[src/rtl/multicycle_control.sv]
// Multi-cycle control unit: FETCH/DECODE/EXEC/MEM/WB sequencer with an internal
// instruction register, a persistent compare flag, memory wait counter and retire counter.
module multicycle_control #(
  parameter int unsigned     ALUW     = 4,
  parameter logic [ALUW-1:0] ALU_PASS = '1,
  parameter int unsigned     MEM_LAT  = 1,
  parameter int unsigned     CNTW     = 16
) (
  input  logic            clk,
  input  logic            reset_n,
  input  logic            start,
  input  logic [3:0]      instr,
  input  logic            equal,
  output logic            ir_load,
  output logic            pc_en,
  output logic            Branch,
  output logic            RegDst,
  output logic            ALUSrc,
  output logic            RegWrite,
  output logic            MemWrite,
  output logic            MemtoReg,
  output logic [ALUW-1:0] ALUOp,
  output logic            flag_eq,
  output logic            busy,
  output logic            done,
  output logic [CNTW-1:0] instr_count
);

  localparam int unsigned OPW   = 4;
  localparam int unsigned WAITW = (MEM_LAT > 1) ? $clog2(MEM_LAT) : 1;

  localparam logic [OPW-1:0] OP_AND  = 4'b0110;
  localparam logic [OPW-1:0] OP_SLL  = 4'b0001;
  localparam logic [OPW-1:0] OP_SLR  = 4'b0010;
  localparam logic [OPW-1:0] OP_ADDI = 4'b0111;
  localparam logic [OPW-1:0] OP_BNE  = 4'b1000;
  localparam logic [OPW-1:0] OP_BEQ  = 4'b1001;
  localparam logic [OPW-1:0] OP_MOVI = 4'b1010;
  localparam logic [OPW-1:0] OP_SW   = 4'b1011;
  localparam logic [OPW-1:0] OP_LW   = 4'b1100;
  localparam logic [OPW-1:0] OP_CMP  = 4'b1101;
  localparam logic [OPW-1:0] OP_NOP  = 4'b1110;
  localparam logic [OPW-1:0] OP_HALT = 4'b1111;

  typedef enum logic [2:0] {
    S_IDLE, S_FETCH, S_DECODE, S_EXEC, S_MEM, S_WB, S_HALT
  } state_t;

  state_t          r_state,   w_state_nxt;
  logic [OPW-1:0]  r_ir_op,   w_ir_nxt;
  logic            r_flag_eq, w_flag_nxt;
  logic [WAITW-1:0] r_wait,   w_wait_nxt;
  logic [CNTW-1:0] r_count;

  logic            r_ir_load,  w_ir_load;
  logic            r_pc_en,    w_pc_en;
  logic            r_branch,   w_branch;
  logic            r_regdst,   w_regdst;
  logic            r_alusrc,   w_alusrc;
  logic            r_regwrite, w_regwrite;
  logic            r_memwrite, w_memwrite;
  logic            r_memtoreg, w_memtoreg;
  logic [ALUW-1:0] r_aluop,    w_aluop;
  logic            r_busy,     w_busy;
  logic            r_done,     w_done;
  logic            w_decoded;

  // Next-state, instruction register, compare flag and memory wait counter
  always_comb begin
    w_state_nxt = r_state;
    w_ir_nxt    = r_ir_op;
    w_flag_nxt  = r_flag_eq;
    w_wait_nxt  = r_wait;
    case (r_state)
      S_IDLE:   if (start) w_state_nxt = S_FETCH;
      S_FETCH: begin
        w_ir_nxt    = instr;
        w_state_nxt = S_DECODE;
      end
      S_DECODE: w_state_nxt = S_EXEC;
      S_EXEC: begin
        case (r_ir_op)
          OP_CMP: begin
            w_flag_nxt  = equal;
            w_state_nxt = S_FETCH;
          end
          OP_BEQ, OP_BNE, OP_NOP: w_state_nxt = S_FETCH;
          OP_HALT:                w_state_nxt = S_HALT;
          OP_LW, OP_SW: begin
            w_wait_nxt  = WAITW'(MEM_LAT - 1);
            w_state_nxt = S_MEM;
          end
          default:                w_state_nxt = S_WB;
        endcase
      end
      S_MEM: begin
        if (r_wait == '0) begin
          w_state_nxt = (r_ir_op == OP_SW) ? S_FETCH : S_WB;
        end else begin
          w_wait_nxt = r_wait - WAITW'(1);
        end
      end
      S_WB:     w_state_nxt = S_FETCH;
      S_HALT:   if (!start) w_state_nxt = S_IDLE;
      default:  w_state_nxt = S_IDLE;
    endcase
  end

  // Outputs are decoded from the upcoming state so they can be registered without a cycle of lag
  always_comb begin
    w_ir_load  = 1'b0;
    w_pc_en    = 1'b0;
    w_branch   = 1'b0;
    w_regdst   = 1'b0;
    w_alusrc   = 1'b0;
    w_regwrite = 1'b0;
    w_memwrite = 1'b0;
    w_memtoreg = 1'b0;
    w_aluop    = ALU_PASS;
    w_busy     = (w_state_nxt != S_IDLE) && (w_state_nxt != S_HALT);
    w_done     = (w_state_nxt == S_HALT);
    w_decoded  = (w_state_nxt == S_DECODE) || (w_state_nxt == S_EXEC) ||
                 (w_state_nxt == S_MEM)    || (w_state_nxt == S_WB);
    if (w_decoded) begin
      if ((w_ir_nxt <= OP_MOVI) || (w_ir_nxt == OP_CMP)) w_aluop = ALUW'(w_ir_nxt);
      w_alusrc = w_ir_nxt inside {OP_SLL, OP_SLR, OP_ADDI, OP_MOVI, OP_SW, OP_LW};
      w_regdst = (w_ir_nxt <= OP_AND);
    end
    case (w_state_nxt)
      S_FETCH: w_ir_load = 1'b1;
      S_EXEC: begin
        case (w_ir_nxt)
          OP_BEQ: begin
            w_pc_en  = 1'b1;
            w_branch = w_flag_nxt;
          end
          OP_BNE: begin
            w_pc_en  = 1'b1;
            w_branch = ~w_flag_nxt;
          end
          OP_CMP, OP_NOP: w_pc_en = 1'b1;
          default: ;
        endcase
      end
      S_MEM: begin
        w_memtoreg = (w_ir_nxt == OP_LW);
        if ((w_wait_nxt == '0) && (w_ir_nxt == OP_SW)) begin
          w_memwrite = 1'b1;
          w_pc_en    = 1'b1;
        end
      end
      S_WB: begin
        w_regwrite = 1'b1;
        w_pc_en    = 1'b1;
        w_memtoreg = (w_ir_nxt == OP_LW);
      end
      default: ;
    endcase
  end

  always_ff @(posedge clk or negedge reset_n) begin
    if (!reset_n) begin
      r_state    <= S_IDLE;
      r_ir_op    <= '0;
      r_flag_eq  <= 1'b0;
      r_wait     <= '0;
      r_count    <= '0;
      r_ir_load  <= 1'b0;
      r_pc_en    <= 1'b0;
      r_branch   <= 1'b0;
      r_regdst   <= 1'b0;
      r_alusrc   <= 1'b0;
      r_regwrite <= 1'b0;
      r_memwrite <= 1'b0;
      r_memtoreg <= 1'b0;
      r_aluop    <= ALU_PASS;
      r_busy     <= 1'b0;
      r_done     <= 1'b0;
    end else begin
      r_state    <= w_state_nxt;
      r_ir_op    <= w_ir_nxt;
      r_flag_eq  <= w_flag_nxt;
      r_wait     <= w_wait_nxt;
      // Saturating retire counter, stepped at the end of each pc_en cycle
      if (r_pc_en && (r_count != '1)) r_count <= r_count + CNTW'(1);
      r_ir_load  <= w_ir_load;
      r_pc_en    <= w_pc_en;
      r_branch   <= w_branch;
      r_regdst   <= w_regdst;
      r_alusrc   <= w_alusrc;
      r_regwrite <= w_regwrite;
      r_memwrite <= w_memwrite;
      r_memtoreg <= w_memtoreg;
      r_aluop    <= w_aluop;
      r_busy     <= w_busy;
      r_done     <= w_done;
    end
  end

  assign ir_load     = r_ir_load;
  assign pc_en       = r_pc_en;
  assign Branch      = r_branch;
  assign RegDst      = r_regdst;
  assign ALUSrc      = r_alusrc;
  assign RegWrite    = r_regwrite;
  assign MemWrite    = r_memwrite;
  assign MemtoReg    = r_memtoreg;
  assign ALUOp       = r_aluop;
  assign flag_eq     = r_flag_eq;
  assign busy        = r_busy;
  assign done        = r_done;
  assign instr_count = r_count;

endmodule

[config.mk]
export PLATFORM = sky130hd
export DESIGN_NAME = multicycle_control
export DESIGN_NICKNAME = d
export VERILOG_FILES = /design/src/rtl/multicycle_control.sv
export SDC_FILE = /design/constraint.sdc
export NUM_CORES = 1
export LEC_CHECK = 0
export CAP_MARGIN = 0
export CORE_UTILIZATION = 52
export CTS_CLUSTER_SIZE = 28
export DETAILED_ROUTE_END_ITERATION = 8
export MAX_ROUTING_LAYER = met4
export PLACE_DENSITY = 0.87
export SLEW_MARGIN = 20
export SYNTH_ARGS = -nofsm -noshare
export SYNTH_HDL_FRONTEND = slang
export SYNTH_SLANG_ARGS = --single-unit
[constraint.sdc]
create_clock -name clk -period 5.5 [get_ports clk]
set_clock_uncertainty 0.1 [all_clocks]
set_input_delay 0.825 -clock clk [delete_from_list [all_inputs] [get_ports clk]]
set_output_delay 0.825 -clock clk [all_outputs]
set_load 0.02 [all_outputs]
==> impl_metrics.toml <==
[worst_setup_path]
cpPeakStageDelay_ps = 600
path_cells = "clkdlybuf4s50_1"
critPathArrivalTime_ps = 1420
worstPathRequired_ps = 4580
critPathMaxFanout = 1
cp_slowest_cell = "clkdlybuf4s50_1"
cpLargestDelayFamily = "buffers and inverters"
path_class = "flop to output port"
path_buf_inv = 1
worstSetupEndpointType = "output port"
critical_path.startpoint_type = "flop"

[placement]
io_buffers = 38
dp.cells = 258
dpl.hpwl_mm = 2.672
gp_congestion = 0.8336

[flow_run]
maxCapViolCount = 0

[cells_and_area]
antenna_cells = 0
area_growth_pct = 24.69
nets = 228
fillers = 267
final_cells = 266
drive_above_1_share_pct = 10.91

[clock_tree]
hold_buffers = 0
clock_path_buffers = 2
cts_resized = 0
root_buffer = "clkbuf_8"
tritoncts = "built"
path_clk_slew_ps = 80
worstSkewPairLatency_ps = 290
h-tree-depth = 2
numCtsBuffers = 5
post-cts-setup-buffer-count = 0
cts_sinks = 39

[global_routing]
grt_max_degree = 40
grt_pass1_wl_mm = 6.265
grt_antenna_before_repair = 0
track_usage_pct = 21.08
grt_pass1_vias = 1398
gr-total-overflow = 0

[yosys]
synth_top_area_share_pct = 45.37
yosys_warnings = 0
yosysUniqueCellTypes = 42
mappedNetlistNets = 187
ys_ff_latch = 39
synth_cells = 178
avgSynthCellArea_um2 = 10.85
async_flop_share_pct = 100.0
synth_top_area_cell = "dfrtp_1"
synth_area_mm2 = 0.001931
synth_ff_type = "dfrtp_1"
synth_edf_count = 0
yosys-top-cells-area = "dfrtp_1 45%, dfstp_2 5.4%, xnor2_1 5.0%, xor2_1 3.2%, nor2_1 2.9%"
synth_seq_area_share_pct = 50.81

[timing]
fmax_ghz = 0.4260
holdWs_ps = 398.9
period_minus_slack_ps = 2348
min_period_over_period_pct = 42.68
slew_headroom_pct = 45.29
finalSetupViolCount = 0
drv_slew = 0
final_hold_viol_count = 0
worstMarginPinSlew_ps = 820.7
fin_tns_setup_ps = 0
rsz0062_at_grt = "no"

[route]
via_count = 1457
drtPass1Iterations = 4
drt_iter0_drc = 102
wl_mm = 3.694
ant_nets = 0
routed_via_density = 5.477
drc = 0
wl_per_cell_um = 13.89

[power_and_ir_drop]
total_power_uw = 1217
p_leak_uw = 0.001028
ir_worst_vdd_mv = 0.2954
pwr_density_cell_mw_per_mm2 = 505.5

[worst_hold_path]
hold_class = "flop to flop"

[status]
outcome = "finished, final reports clean"

[die]
die_width_um = 62.93
coreArea_mm2 = 0.003442
die_h_um = 62.93
start_util_pct = 56.09
rows = 21
die_area_mm2 = 0.003960
io_pins = 39
[where the power goes]
group / total (uW) / switching [uW] / internal [uW]
Sequential: 469 / 98.2 / 371
Combinational: 561 / 294 / 267
Clock: 188 / 99.0 / 88.6
[final timing paths]
check                           cells after the start  slack [ps]      startpoint         endpoint
max in group asynchronous                           1        4260         reset_n             done
worst max register to register                      5        3260      r_state[1]           ALUSrc
min in group asynchronous                           1         530         reset_n  instr_count[10]
worst min-delay path                                1         400  instr_count[8]   instr_count[8]
worst max-delay path                                1        3150        ALUOp[2]         ALUOp[2]
worst min register to register                      1         400  instr_count[8]   instr_count[8]
[registers in the layout, summed over array words and instances (netlist names)]
signal       cells
instr_count     16
ALUOp            4
r_ir_op          4
r_state          3
ALUSrc           1
Branch           1
MemWrite         1
MemtoReg         1
RegDst           1
RegWrite         1
busy             1
done             1
flag_eq          1
ir_load          1
pc_en            1
r_wait           1
[cells in the mapped netlist (all sizes together) (4+ instances only)]
cell,number
xor2,7
nand2,10
nor2,15
and3,6
xnor2,11
buf,4
mux2i,5
inv,9
mux2,4
o21ai,9
dfrtp,35
a21oi,7
nand3,8
dfstp,4
nor2b,6
nor3,7
[logic make-up after synthesis]
group / Yosys count / synth area share (%)
mux: 9 / 5.120
xor+xnor: 18 / 8.166
buf+inv: 13 / 3.888
flops: 39 / 50.81
compound gates: 28 / 10.50
fa+ha+maj: 1 / 0.6480
simple gates: 70 / 20.87
[layout by cell type, fill, tap and decap left out, types with 8 or more instances in the layout]
cell type | synthesis | final
clkdlybuf4s50_1 | 0 | 37
dfrtp_1 | 35 | 35
inv_1 | 9 | 9
nand2_1 | 10 | 10
nand3_1 | 8 | 8
nor2_1 | 15 | 15
o21ai_0 | 9 | 9
xnor2_1 | 11 | 11
[per-stage QoR]
step	cell area, um2	utilization, %	worst slack (ps)
after global placement	2322	67.47	2952
after detailed placement	2322	67.47	2871
after floorplan	1931	-	3578
after global routing	2407	69.94	3102
final	2407	69.94	3152
after CTS	2407	69.94	3143
[per-layer routing]
metal	part of all wire (%)	GRT usage, %	vias up
met5	0	-	-
met4	2.0	9.302	0
met3	5.3	6.022	9
met2	49	34.01	50
met1	44	24.29	691
li1	-	-	707
[final cells by class]
type	instances	area, um2	share of cell area [%]
Inverter	9	33.78	1.403
Sequential cell	39	980.9	40.75
Clock buffer	6	72.57	3.015
Multi-Input combinational cell	126	874.6	36.33
Clock inverter	2	12.51	0.5198
Tap cell	46	57.56	2.391
Timing Repair Buffer	38	375.4	15.59
(Power assumes the default switching activity.)
